## src/rtl/pb_port_hub.sv

```systemverilog
// pb_port_hub
// Port hub sitting directly on the KCPSM6 port bus. It provides NUM_OUT
// write-registered output ports, NUM_IN registered-read input ports and a
// small edge-triggered interrupt controller with mask, pending status and
// write-1-to-clear.
//
// Ports
//   clk, reset       : single rising-edge clock, synchronous active-high reset
//   port_id          : processor port address
//   out_port         : processor write data
//   write_strobe     : OUTPUT qualifier, full 8-bit decode
//   k_write_strobe   : OUTPUTK qualifier, decodes port_id[3:0] only
//   read_strobe      : INPUT qualifier (only drives in_rd_pulse)
//   in_port          : registered read data to processor
//   interrupt        : registered interrupt request
//   interrupt_ack    : processor acknowledge pulse
//   out_regs         : output registers, port k at [k*N +: N]
//   out_wr_pulse     : one-cycle pulse per written output port
//   in_ports         : input port data, port k at [k*N +: N]
//   in_rd_pulse      : one-cycle pulse per read input port
//   irq_src          : rising-edge interrupt sources, synchronous to clk
//
// Reserved addresses (write_strobe only)
//   0xF0 : read pending (zero-extended)
//   0xF1 : read/write mask
//   0xF2 : write-1-to-clear pending, reads 0
module pb_port_hub #(
   parameter int N       = 8,
   parameter int NUM_OUT = 16,
   parameter int NUM_IN  = 8,
   parameter int NUM_IRQ = 4
) (
   input  logic                 clk,
   input  logic                 reset,
   input  logic [7:0]           port_id,
   input  logic [N-1:0]         out_port,
   input  logic                 write_strobe,
   input  logic                 k_write_strobe,
   input  logic                 read_strobe,
   output logic [N-1:0]         in_port,
   output logic                 interrupt,
   input  logic                 interrupt_ack,
   output logic [NUM_OUT*N-1:0] out_regs,
   output logic [NUM_OUT-1:0]   out_wr_pulse,
   input  logic [NUM_IN*N-1:0]  in_ports,
   output logic [NUM_IN-1:0]    in_rd_pulse,
   input  logic [NUM_IRQ-1:0]   irq_src
);

   localparam logic [7:0] ADDR_IRQ_PEND = 8'hF0;
   localparam logic [7:0] ADDR_IRQ_MASK = 8'hF1;
   localparam logic [7:0] ADDR_IRQ_W1C  = 8'hF2;

   logic [NUM_OUT*N-1:0] out_regs_q,     out_regs_d;
   logic [NUM_OUT-1:0]   out_wr_pulse_q, out_wr_pulse_d;
   logic [NUM_IN-1:0]    in_rd_pulse_q,  in_rd_pulse_d;
   logic [N-1:0]         in_port_q,      in_port_d;
   logic                 interrupt_q,    interrupt_d;
   logic [NUM_IRQ-1:0]   pending_q,      pending_d;
   logic [NUM_IRQ-1:0]   mask_q,         mask_d;
   logic                 in_service_q,   in_service_d;
   logic [NUM_IRQ-1:0]   irq_dly_q,      irq_dly_d;

   logic [NUM_OUT-1:0]   out_hit;
   logic [NUM_IRQ-1:0]   irq_rise;
   logic [NUM_IRQ-1:0]   w1c_bits;
   logic                 irq_active;

   // OUTPUTK only carries a 4-bit constant address, so it can reach at most
   // ports 0..15 and never the reserved interrupt registers.
   always_comb begin
      out_hit = '0;
      for (int k = 0; k < NUM_OUT; k++) begin
         if (write_strobe && (port_id == 8'(k))) begin
            out_hit[k] = 1'b1;
         end
         if (k_write_strobe && (k < 16) && (port_id[3:0] == 4'(k))) begin
            out_hit[k] = 1'b1;
         end
      end
   end

   always_comb begin
      out_regs_d     = out_regs_q;
      out_wr_pulse_d = '0;
      for (int k = 0; k < NUM_OUT; k++) begin
         if (out_hit[k]) begin
            out_regs_d[k*N +: N] = out_port;
            out_wr_pulse_d[k]    = 1'b1;
         end
      end
   end

   // Read mux is refreshed every cycle from port_id so in_port is ready for
   // the second cycle of an INPUT regardless of read_strobe.
   always_comb begin
      in_port_d     = '0;
      in_rd_pulse_d = '0;
      for (int k = 0; k < NUM_IN; k++) begin
         if (port_id == 8'(k)) begin
            in_port_d        = in_ports[k*N +: N];
            in_rd_pulse_d[k] = read_strobe;
         end
      end
      if (port_id == ADDR_IRQ_PEND) begin
         in_port_d[NUM_IRQ-1:0] = pending_q;
      end else if (port_id == ADDR_IRQ_MASK) begin
         in_port_d[NUM_IRQ-1:0] = mask_q;
      end
   end

   always_comb begin
      irq_dly_d  = irq_src;
      irq_rise   = irq_src & ~irq_dly_q;
      w1c_bits   = '0;
      mask_d     = mask_q;
      if (write_strobe && (port_id == ADDR_IRQ_W1C)) begin
         w1c_bits = out_port[NUM_IRQ-1:0];
      end
      if (write_strobe && (port_id == ADDR_IRQ_MASK)) begin
         mask_d = out_port[NUM_IRQ-1:0];
      end
      // A new edge beats a simultaneous clear of the same bit.
      pending_d  = (pending_q & ~w1c_bits) | irq_rise;
      irq_active = |(pending_q & mask_q);

      in_service_d = in_service_q;
      if (interrupt_ack) begin
         in_service_d = 1'b1;
      end else if (!irq_active) begin
         in_service_d = 1'b0;
      end

      // Ack is folded in so the request drops the cycle after the ack,
      // before in_service_q has had a chance to rise.
      interrupt_d = irq_active & ~in_service_q & ~interrupt_ack;
   end

   always_ff @(posedge clk) begin
      if (reset) begin
         out_regs_q     <= '0;
         out_wr_pulse_q <= '0;
         in_rd_pulse_q  <= '0;
         in_port_q      <= '0;
         interrupt_q    <= 1'b0;
         pending_q      <= '0;
         mask_q         <= '0;
         in_service_q   <= 1'b0;
         irq_dly_q      <= '0;
      end else begin
         out_regs_q     <= out_regs_d;
         out_wr_pulse_q <= out_wr_pulse_d;
         in_rd_pulse_q  <= in_rd_pulse_d;
         in_port_q      <= in_port_d;
         interrupt_q    <= interrupt_d;
         pending_q      <= pending_d;
         mask_q         <= mask_d;
         in_service_q   <= in_service_d;
         irq_dly_q      <= irq_dly_d;
      end
   end

   assign out_regs     = out_regs_q;
   assign out_wr_pulse = out_wr_pulse_q;
   assign in_rd_pulse  = in_rd_pulse_q;
   assign in_port      = in_port_q;
   assign interrupt    = interrupt_q;

endmodule

```

## config.mk

```make
export PLATFORM = sky130hd
export DESIGN_NAME = pb_port_hub
export DESIGN_NICKNAME = d
export VERILOG_FILES = /design/src/rtl/pb_port_hub.sv
export SDC_FILE = /design/constraint.sdc
export NUM_CORES = 1
export LEC_CHECK = 0
export BUFFER_PORTS_ARGS = -buffer_cell sky130_fd_sc_hd__buf_2
export CELL_PAD_IN_SITES_DETAIL_PLACEMENT = 2
export CELL_PAD_IN_SITES_GLOBAL_PLACEMENT = 2
export CORE_UTILIZATION = 27
export CTS_BUF_LIST = sky130_fd_sc_hd__clkbuf_16
export DETAILED_ROUTE_END_ITERATION = 8
export PLACE_DENSITY_LB_ADDON = 0.05
export SLEW_MARGIN = 20
export SYNTH_ARGS = -nofsm -noshare
export SYNTH_HDL_FRONTEND = slang
export SYNTH_SLANG_ARGS = --single-unit
```

## constraint.sdc

```tcl
create_clock -name clk -period 1.4 [get_ports clk]
set_input_delay 0.21 -clock clk [delete_from_list [all_inputs] [get_ports clk]]
set_output_delay 0.21 -clock clk [all_outputs]
set_load 0.03 [all_outputs]
```

==> qor.txt <==
Status: finished clean
WHS Path Cells: 2
Clock Path Buffers: 2
Distinct cells, synth: 54
Post-layout util: 0.376
Buf+Inv Stages, Crit Path: 1
Number of synthesized flops with an enable pin: 0
Diode count: 0
Number of synthesized register bits: 174
Post-Syn Nets: 984
Pre-CTS setup slack: -0.422 ns
Total grt overflow: 0
Crit path max fanout: 12
# setup viols final: 0
Initial antenna violation count: 0
Final setup skew: 0.00842 ns
Max incr delay on CP: 0.67 ns
Most frequently used flop master after synthesis: dfxtp_1
Min-Delay Endpoint: irq_dly_q[3]
Path type of the worst min-delay path: in2reg
Die span in y: 173 um
Sink Count: 174
Mapped Cells: 894
Hold Crit Start: irq_src[3]
Fmax achieved: 732 MHz
Final Routed Wirelength: 34800 um
CTS tree: yes
Initial Util: 0.274
Full die area: 0.0298 mm^2
Worst-skew pair later-pin latency: 0.43 ns
Core ar.: 0.0287 mm^2
Max-slew headroom: 0.680
Synthesis-to-finish area growth: 37.3%
Cell breakdown of the critical path: buf_2 > or4_4 > a211oi_2 > o221ai_1 > o211ai_2
First-pass GRT wire length: 54700 um
H-tree lvl count: 4
Port bufs: 250
Inserted Clock Buffers: 17
Cell Pwr Density: 1090 mW/mm^2
Post-synthesis sequential area ratio: 0.443
Pin count of the biggest net entering global routing: 66
Area of the multi-input gates: 0.00386 mm^2
DP HPWL: 23300 um
DR pass1 iterations: 4
Routed met3 length: 1480 um
Final WS setup: 0.0330 ns
Initial DRC count: 472
Post-route cell area: 0.0108 mm^2
Final Hold Fails: 0
Leak pwr: 4.26 nW
Avg Inst Size Synth: 8.79 um^2
Avg Vias per Cell: 5.48
Clock Tree Root: clkbuf_16
Max cap viols: 0
# DRC: 0
Wl on met1: 16300 um
RSZ-0062 raised after global routing: true
DR top layer: met4
Chip Width: 173 um
CP max-delay cell: or4_4
Synth warn: 0
Routed wl met2: 16700 um
VDD IR max: 0.000734 V
Crit share post-route: 0.976
CP endpoint kind: flip-flop
FFs w/ async S/R, synth: 0
Critical R2R Capture: in_service_q
Layout cell share with drive strength beyond 1: 0.375
Routed len/inst: 22.9 um
Tot GR Track Use: 0.233
Actual slew at the worst max-slew pin: 0.480 ns
Placer Congestion: 0.792
Vias in the first global route: 8841
Placed Area: 0.0101 mm^2
Post-route ant nets: 0
Critical Path Start Type: primary input
Reg2Reg Depth: 4
Worst r2r src: pending_q[1]
Cell area after synthesis: 0.00786 mm^2
Worst Path Required: 1.76 ns
Nets@finish: 1213
CP top delay family: compound AO/OA/AOI/OAI gates
Fill cell count: 3264
Clk pin slew, worst setup/hold paths: 0.07 ns
Vias: 8333
Fin. max-slew vios: 0
Tmin final: 1.37 ns
CP Class: in2reg
Site Rows: 62
R2R setup slack: 0.20 ns
Flip-flop and latch area: 0.00348 mm^2
WP data arrival: 1.72 ns
IO Pins: 251
cells in the mapped netlist, types with 3 or more instances:
cell / n / area, um^2
nor2_1: 19 / 71.3
nor3_1: 10 / 50.1
o31ai_1: 113 / 848
buf_4: 16 / 120
buf_2: 17 / 85.1
nor2b_1: 13 / 81.3
mux4_2: 4 / 90.1
o221ai_1: 3 / 26.3
nand2b_1: 9 / 56.3
or3b_1: 3 / 26.3
or3_1: 3 / 18.8
or2_2: 3 / 18.8
nand3_1: 19 / 95.1
o211ai_2: 3 / 37.5
nand4_1: 122 / 763
a211oi_1: 3 / 22.5
nand2_1: 12 / 45.0
mux2i_1: 16 / 160
a22oi_1: 5 / 37.5
dfxtp_1: 174 / 3480
a21oi_1: 136 / 681
buf_6: 4 / 45.0
a31oi_1: 6 / 37.5
a22o_1: 3 / 26.3
clkbuf_1: 92 / 345
buf_1: 12 / 45.0
nor4_1: 18 / 113
o21ai_0: 18 / 90.1
metrics by stage:
stage	TNS, ns	instances	hold slack, ns	power [mW]
after global placement	-35.95	1485	0.402	6.80
after detailed placement	-39.52	1485	0.398	6.81
after floorplan	-5.04	894	0.289	6.07
after global routing	-0.00931	1520	0.0183	12.2
after CTS	0	1518	0.00294	11.9
final	0	1520	0.0289	11.8
logic make-up (layout without fill, tap and decap cells):
group	Yosys count	after routing	synth area share
AOI/OAI and AO/OA	307	307	0.251
buffers and inverters	144	385	0.0831
DFF	174	174	0.443
muxes	22	22	0.0347
and+or+nand+nor	247	248	0.188
cell type report:
class | count | area share
clock buffers | 17 | 0.0394
multi-input cells | 577 | 0.357
clock inverters | 15 | 0.0180
inverters | 2 | 0.000696
well taps | 384 | 0.0445
repair buffers | 351 | 0.217
flip-flops and latches | 174 | 0.323
state kept, by name, indices dropped and copies added (netlist names):
| register | count |
|---|---|
| irq_dly_q | 4 |
| in_port | 8 |
| out_regs | 128 |
| out_wr_pulse | 16 |
| in_service_q | 1 |
| in_rd_pulse | 8 |
| pending_q | 4 |
| interrupt | 1 |
| mask_q | 4 |
layout by cell type, fill, tap and decap left out, drive strengths merged, types with 17 or more instances in the layout:
| cell type | Yosys | final |
|---|---|---|
| buf | 49 | 350 |
| dfxtp | 174 | 174 |
| a21oi | 137 | 137 |
| nand4 | 122 | 122 |
| o31ai | 113 | 113 |
| nor2 | 21 | 22 |
| nand3 | 19 | 19 |
| nor4 | 19 | 19 |
| o21ai | 18 | 18 |
| clkbuf | 93 | 17 |
worst max path at each step:
stage / from / to / slack (ns) / cells after the start
finish: port_id[4] / in_port[3] / 0.03 / 5
floorplan: port_id[6] / in_port[4] / -0.08 / 5
CTS: port_id[6] / in_port[4] / 0.03 / 5
detailed placement: port_id[6] / in_port[4] / -0.42 / 5
global route: port_id[4] / in_port[3] / -0.009 / 6
global placement: port_id[6] / in_port[4] / -0.35 / 5
per-layer routing:
layer | up-vias | track usage
li1 | 3896 | -
met1 | 4226 | 0.314
met2 | 187 | 0.384
met3 | 24 | 0.0468
met4 | 0 | 0.0469
met5 | - | 0
timing repair:
action                     4_1_cts  5_1_grt
buffers inserted                 0        1
setup endpoints to repair        0        4
resized for setup                0        1
hold endpoints to repair         1        0
hold buffers                     1        0
where the power goes:
| part | switching, mW | internal [mW] |
|---|---|---|
| sequential | 0.0468 | 5.02 |
| combinational | 1.07 | 0.555 |
| clock | 2.47 | 2.59 |
No activity file was read; power rests on OpenSTA's default activity.
